$ cat config.mk
export PLATFORM = sky130hd
export DESIGN_NAME = distance_fare_meter
export DESIGN_NICKNAME = d
export VERILOG_FILES = /design/src/rtl/taxi_pkg.sv /design/src/rtl/bcd_add_n.sv /design/src/rtl/distance_fare_meter.sv
export SDC_FILE = /design/constraint.sdc
export NUM_CORES = 1
export LEC_CHECK = 0
export BUFFER_PORTS_ARGS = -buffer_cell sky130_fd_sc_hd__buf_4
export CORE_MARGIN = 5
export CORE_UTILIZATION = 45
export DETAILED_ROUTE_END_ITERATION = 10
export GPL_ROUTABILITY_DRIVEN = 1
export GPL_TIMING_DRIVEN = 1
export PLACE_DENSITY = 0.69
export SLEW_MARGIN = 20
export SYNTH_ARGS = -nofsm -noshare
export SYNTH_HDL_FRONTEND = slang
export SYNTH_SLANG_ARGS = --single-unit
$ cat constraint.sdc
create_clock -name clk -period 9.7 [get_ports clk]
set_input_delay 0.97 -clock clk [delete_from_list [all_inputs] [get_ports clk]]
set_output_delay 0.97 -clock clk [all_outputs]
set_load 0.05 [all_outputs]
$ cat src/rtl/taxi_pkg.sv
// rtl/taxi_pkg.sv - shared types and BCD helpers for the taxi fare datapath
package taxi_pkg;

  localparam int BCD_W = 4;

  typedef enum logic [1:0] {
    ST_IDLE = 2'b00,
    ST_RUN  = 2'b01,
    ST_SAT  = 2'b10
  } state_e;

  function automatic logic [BCD_W-1:0] bcd_clamp(input logic [BCD_W-1:0] d);
    return (d > 4'd9) ? 4'd9 : d;
  endfunction

  // Elaboration-time conversion of an integer constant to 8 packed BCD digits.
  function automatic logic [31:0] to_bcd32(input int unsigned v);
    logic [31:0] r;
    int unsigned x;
    r = '0;
    x = v;
    for (int i = 0; i < 8; i++) begin
      r[i*BCD_W +: BCD_W] = 4'(x % 10);
      x = x / 10;
    end
    return r;
  endfunction

endpackage

$ cat src/rtl/bcd_add_n.sv
// rtl/bcd_add_n.sv - combinational N-digit ripple BCD adder with clamped input digits
module bcd_add_n
  import taxi_pkg::*;
#(
  parameter int N = 4
) (
  input  logic [BCD_W*N-1:0] a_i,
  input  logic [BCD_W*N-1:0] b_i,
  output logic [BCD_W*N-1:0] sum_o,
  output logic               carry_o
);

  logic       carry_v;
  logic [4:0] dsum;

  always_comb begin
    carry_v = 1'b0;
    dsum    = '0;
    sum_o   = '0;
    for (int i = 0; i < N; i++) begin
      dsum = {1'b0, bcd_clamp(a_i[i*BCD_W +: BCD_W])}
           + {1'b0, bcd_clamp(b_i[i*BCD_W +: BCD_W])}
           + {4'b0, carry_v};
      if (dsum > 5'd9) begin
        dsum    = dsum - 5'd10;
        carry_v = 1'b1;
      end else begin
        carry_v = 1'b0;
      end
      sum_o[i*BCD_W +: BCD_W] = dsum[3:0];
    end
    carry_o = carry_v;
  end

endmodule

$ cat src/rtl/distance_fare_meter.sv
// rtl/distance_fare_meter.sv - BCD distance/fare meter with free distance, day/night rate and saturation
module distance_fare_meter
  import taxi_pkg::*;
#(
  parameter int DIST_DIGITS  = 3,
  parameter int FARE_DIGITS  = 4,
  parameter int RATE_DIGITS  = 3,
  parameter int START_DIGITS = 3,
  parameter int FREE_DIST    = 30
) (
  input  logic                          clk,
  input  logic                          rst_n,
  input  logic                          ten_meter_pulse,
  input  logic                          en,
  input  logic                          clear,
  input  logic                          night,
  input  logic [BCD_W*RATE_DIGITS-1:0]  rate_day,
  input  logic [BCD_W*RATE_DIGITS-1:0]  rate_night,
  input  logic [BCD_W*START_DIGITS-1:0] s_fare,
  output logic [BCD_W*DIST_DIGITS-1:0]  distance_bcd,
  output logic [BCD_W*FARE_DIGITS-1:0]  distance_fare_bcd,
  output logic                          charging,
  output logic                          sat
);

  localparam int DW = BCD_W * DIST_DIGITS;
  localparam int FW = BCD_W * FARE_DIGITS;
  localparam logic [31:0] FREE_BCD32 = to_bcd32(FREE_DIST);
  localparam logic [DW-1:0] FREE_BCD = FREE_BCD32[DW-1:0];
  localparam logic [DW-1:0] DIST_ONE = DW'(1);
  localparam logic [DW-1:0] DIST_ALL9 = {DIST_DIGITS{4'h9}};
  localparam logic [FW-1:0] FARE_ALL9 = {FARE_DIGITS{4'h9}};

  logic          sync1_q, sync2_q, sync3_q;
  logic          pulse_evt;
  state_e        state_q, state_d;
  logic [3:0]    sub_q, sub_d;
  logic [DW-1:0] dist_q, dist_d;
  logic [FW-1:0] fare_q, fare_d;

  logic [BCD_W*RATE_DIGITS-1:0] rate_sel;
  logic [FW-1:0] rate_ext, start_ext, fare_sum;
  logic [DW-1:0] dist_sum;
  logic          fare_ovf, dist_ovf, past_free, sub_wrap;

  // sync3_q is the previous synchronised level, giving one event per rising edge.
  assign pulse_evt = sync2_q & ~sync3_q;
  assign rate_sel  = night ? rate_night : rate_day;
  assign past_free = (dist_q >= FREE_BCD);
  assign sub_wrap  = (sub_q == 4'd9);

  always_comb begin
    rate_ext  = '0;
    start_ext = '0;
    rate_ext[BCD_W*RATE_DIGITS-1:0]   = rate_sel;
    start_ext[BCD_W*START_DIGITS-1:0] = s_fare;
  end

  bcd_add_n #(.N(FARE_DIGITS)) u_fare_add (
    .a_i     (fare_q),
    .b_i     (rate_ext),
    .sum_o   (fare_sum),
    .carry_o (fare_ovf)
  );

  bcd_add_n #(.N(DIST_DIGITS)) u_dist_add (
    .a_i     (dist_q),
    .b_i     (DIST_ONE),
    .sum_o   (dist_sum),
    .carry_o (dist_ovf)
  );

  always_ff @(posedge clk or negedge rst_n) begin
    if (!rst_n) begin
      sync1_q <= 1'b0;
      sync2_q <= 1'b0;
      sync3_q <= 1'b0;
      state_q <= ST_IDLE;
      sub_q   <= '0;
      dist_q  <= '0;
      fare_q  <= '0;
    end else begin
      sync1_q <= ten_meter_pulse;
      sync2_q <= sync1_q;
      sync3_q <= sync2_q;
      state_q <= state_d;
      sub_q   <= sub_d;
      dist_q  <= dist_d;
      fare_q  <= fare_d;
    end
  end

  always_comb begin
    state_d = state_q;
    sub_d   = sub_q;
    dist_d  = dist_q;
    fare_d  = fare_q;
    unique case (state_q)
      ST_IDLE: begin
        if (en || clear) begin
          state_d = ST_RUN;
          sub_d   = '0;
          dist_d  = '0;
          fare_d  = start_ext;
        end
      end
      ST_RUN: begin
        if (clear) begin
          sub_d  = '0;
          dist_d = '0;
          fare_d = start_ext;
        end else if (pulse_evt && en) begin
          if (sub_wrap) begin
            sub_d  = '0;
            dist_d = dist_ovf ? DIST_ALL9 : dist_sum;
          end else begin
            sub_d = sub_q + 4'd1;
          end
          // Free distance is judged on the distance before this pulse.
          if (past_free) begin
            fare_d = fare_ovf ? FARE_ALL9 : fare_sum;
          end
          if ((sub_wrap && dist_ovf) || (past_free && fare_ovf)) begin
            state_d = ST_SAT;
          end
        end
      end
      ST_SAT: begin
        if (clear) begin
          state_d = ST_RUN;
          sub_d   = '0;
          dist_d  = '0;
          fare_d  = start_ext;
        end
      end
      default: state_d = ST_IDLE;
    endcase
  end

  assign distance_bcd      = dist_q;
  assign distance_fare_bcd = fare_q;
  assign charging          = (state_q != ST_IDLE) && past_free;
  assign sat               = (state_q == ST_SAT);

endmodule

==> results.md <==
* Initial Util at 46.0%
* Min Tclk post-route at between 7 and 8 ns
* Syn Inst Count at roughly 370
* Unrepaired setup endpoints after global routing: false
* CP endpoint kind: flip-flop
* Startpoint Class: input pin
* Layout cells sized above 1 at 21.7%
* Clock-pin slew on the worst setup and hold paths at 0.07 ns
* Area contributors post-synth: dfrtp_1 (30%), ha_1 (10%), o21ai_0 (4.4%)
* Leading area contributor after synthesis: dfrtp_1
* Placed Instances at 501
* 1st-pass router iterations at 4
* Synthesis Warnings at 0
* FP Rows at 30
* Via-per-instance ratio at about 5.6
* Detailed placer's ending HPWL at 5.77 mm
* Fillers at 642
* Setup TNS at 0 ns
* Total Power at 965 uW
* Clk Latency, worst-skew pair at 0.30 ns
* Hold crit path type: reg2reg
* Synth Flop Type: dfrtp_1
* Vias at ~2,900
* Number of flops mapped to enable cells by yosys at 0
* GP Congestion at 0.818
* Hold_buf cts at 0
* Initial antenna violation count at 0
* Critical Path AT at 7.92 ns
* Critical path class: in2reg
* Remaining DRCs at 0
* Period utilization at 79.2%
* Die ar. at approximately 8700 um^2
* Status: complete, no violations
* Max cap viols at 0
* Final Non-Filler Cells at 509
* Setup Fix Bufs, Post-CTS at 0
* Clock buffer depth at 2
* Max Clock Freq at approximately 130 MHz
* Area share of the largest cell type after synthesis at between 20% and 30%
* Slack of the critical path at approximately 2 ns
* NumNets Final at 501
* Worst path required time at ~9.9 ns
* Tot GR Track Use at 18.0%
* Final WL at ~7.4 mm
* Post-synthesis sequential area ratio at 29.8%
* Vias in the first global route at 2,870
* CP Max Fanout at 21
* Count of final hold-check violations at 0
* Iter 0 DRT Violations at 144
* Post-synth cell types at 60
* Die width at 93.1 um
* Die height at 93.1 um
* Layout area overhead at 21.5%
* Largest net degree at the start of global routing at 38
* Routed Antenna Nets at 0
* Synth Register Bits at 37
* Pleak at ~1.9 nW
* Top post-synthesis cells by count: dfrtp_1 (37), nor2_1 (32), nand2_1 (29)
* Mean Syn Cell Area at approximately 8.5 um^2
* Slew HR at 36.9%
* Mapped cell area at between 3000 and 4000 um^2
* CTS tree: done
* Core area at 6760 um^2
* Final Max Tran Viols at 0
* CTS Buf Count at 5
* Clock Tree Root: clkbuf_8
* Setup violators final at 0
* H-tree levels at 2
* Pwr per Cell Area at 256 nW/um^2
* Total grt overflow at 0
* Average routed wire per standard cell at 14.5 um
* Syn Nets at 438
* ANT cells at 0
* Pre-CTS setup slack at between 1.5 and 2 ns
* Setup Skew at 0.00817 ns
* Sink Count at 37
* Max VDD drop at 191 uV
* I/O pin cnt at 72
* Count leader, synth: dfrtp_1
* IO buf count at 71
* First-pass GRT wire length at 12.7 mm
* Slew at the pin closest to its max-slew limit at 0.940 ns
* Share of flip-flops with an asynchronous set or reset at between 90% and 100%
* Cts repair resizes at 0
-- cells in the final DEF, fill, tap and decap left out, types with 6 or more instances in the layout --
cell type	instances
nor2b_1	17
o22ai_1	7
nand2_1	29
ha_1	26
buf_4	72
clkbuf_8	7
a31oi_1	10
mux2i_1	7
dfrtp_1	37
o21ai_0	27
a21oi_1	16
nor2_1	32
xnor2_1	6
nor3_1	10
a22o_1	6
nand4_1	7
inv_1	24
nand2b_1	9
-- final timing paths --
check                                                 startpoint                               end  slack (ns)  cells after the start
worst max-delay path                                       night            state_q[1]$_DFFE_PN0P_        2.01                     26
worst min-delay path                           sync1_q$_DFF_PN0_                 sync2_q$_DFF_PN0_        0.35                      0
worst max register to register  distance_fare_bcd[3]$_DFFE_PN0P_            state_q[1]$_DFFE_PN0P_        2.87                     27
worst min register to register                 sync1_q$_DFF_PN0_                 sync2_q$_DFF_PN0_        0.35                      0
max in group asynchronous                                  rst_n  distance_fare_bcd[8]$_DFFE_PN0P_        8.74                      1
min in group asynchronous                                  rst_n       distance_bcd[1]$_DFFE_PN0P_        0.62                      1
-- critical path: stages --
cell	delay, ns
buf_4	0.23
mux2_2	0.40
or2_2	0.33
fa_1	0.45
xor2_1	0.33
nand2_1	0.14
a21oi_1	0.17
fa_1	0.20
inv_1	0.05
fa_1	0.39
xor2_1	0.34
nor2_1	0.10
or3_1	0.40
and2_1	0.18
fa_1	0.38
inv_1	0.08
fa_1	0.46
nor2_1	0.24
o21ai_0	0.15
ha_1	0.27
ha_1	0.23
nor2b_1	0.16
o31ai_1	0.67
a22oi_1	0.20
nor4_1	0.26
a21o_1	0.11
-- state kept, by name (all words and copies together), names as in the netlist --
name	flops
distance_fare_bcd	16
distance_bcd	12
sub_q	4
state_q	2
sync1_q	1
sync2_q	1
sync3_q	1
-- metal layers --
metal,vias up,track usage (%),share of wire (%)
met1,1357,22.9,45
li1,1447,-,-
met4,0,6.23,1.5
met2,52,30.5,49
met5,-,0,0
met3,13,3.22,4.0
-- cell type report --
type,count,area (um^2),share of cell area (%)
multi-input cells,288,2020,53.4
clock inverters,1,5.00,0.133
well taps,80,100,2.65
clock buffers,7,96.3,2.55
flip-flops and latches,37,926,24.5
inverters,24,90.1,2.39
repair buffers,72,541,14.3
-- cells by family (layout without fill, tap and decap cells) --
logic type	Yosys count	in the layout	share of synthesized area (%)
compound gates	105	105	22.5
buf+inv	40	104	5.28
simple gates	132	132	22.6
mux	10	10	3.34
flops	37	37	29.8
fa+ha+maj	31	31	13.7
xor+xnor	10	10	2.82
-- power by group --
| group | internal, mW | total [mW] | switching (mW) |
|---|---|---|---|
| Clock | 0.0643 | 0.122 | 0.0573 |
| Combinational | 0.238 | 0.623 | 0.385 |
| Sequential | 0.185 | 0.221 | 0.0362 |
-- metrics by stage --
stage / hold WS [ns] / area (um^2) / util [%]
floorplan: 0.331 / 3110 / -
global placement: 0.339 / 3670 / 54.4
detailed placement: 0.340 / 3670 / 54.4
CTS: 0.358 / 3770 / 55.9
global route: 0.371 / 3770 / 55.9
finish: 0.354 / 3770 / 55.9
(Power assumes the default switching activity.)
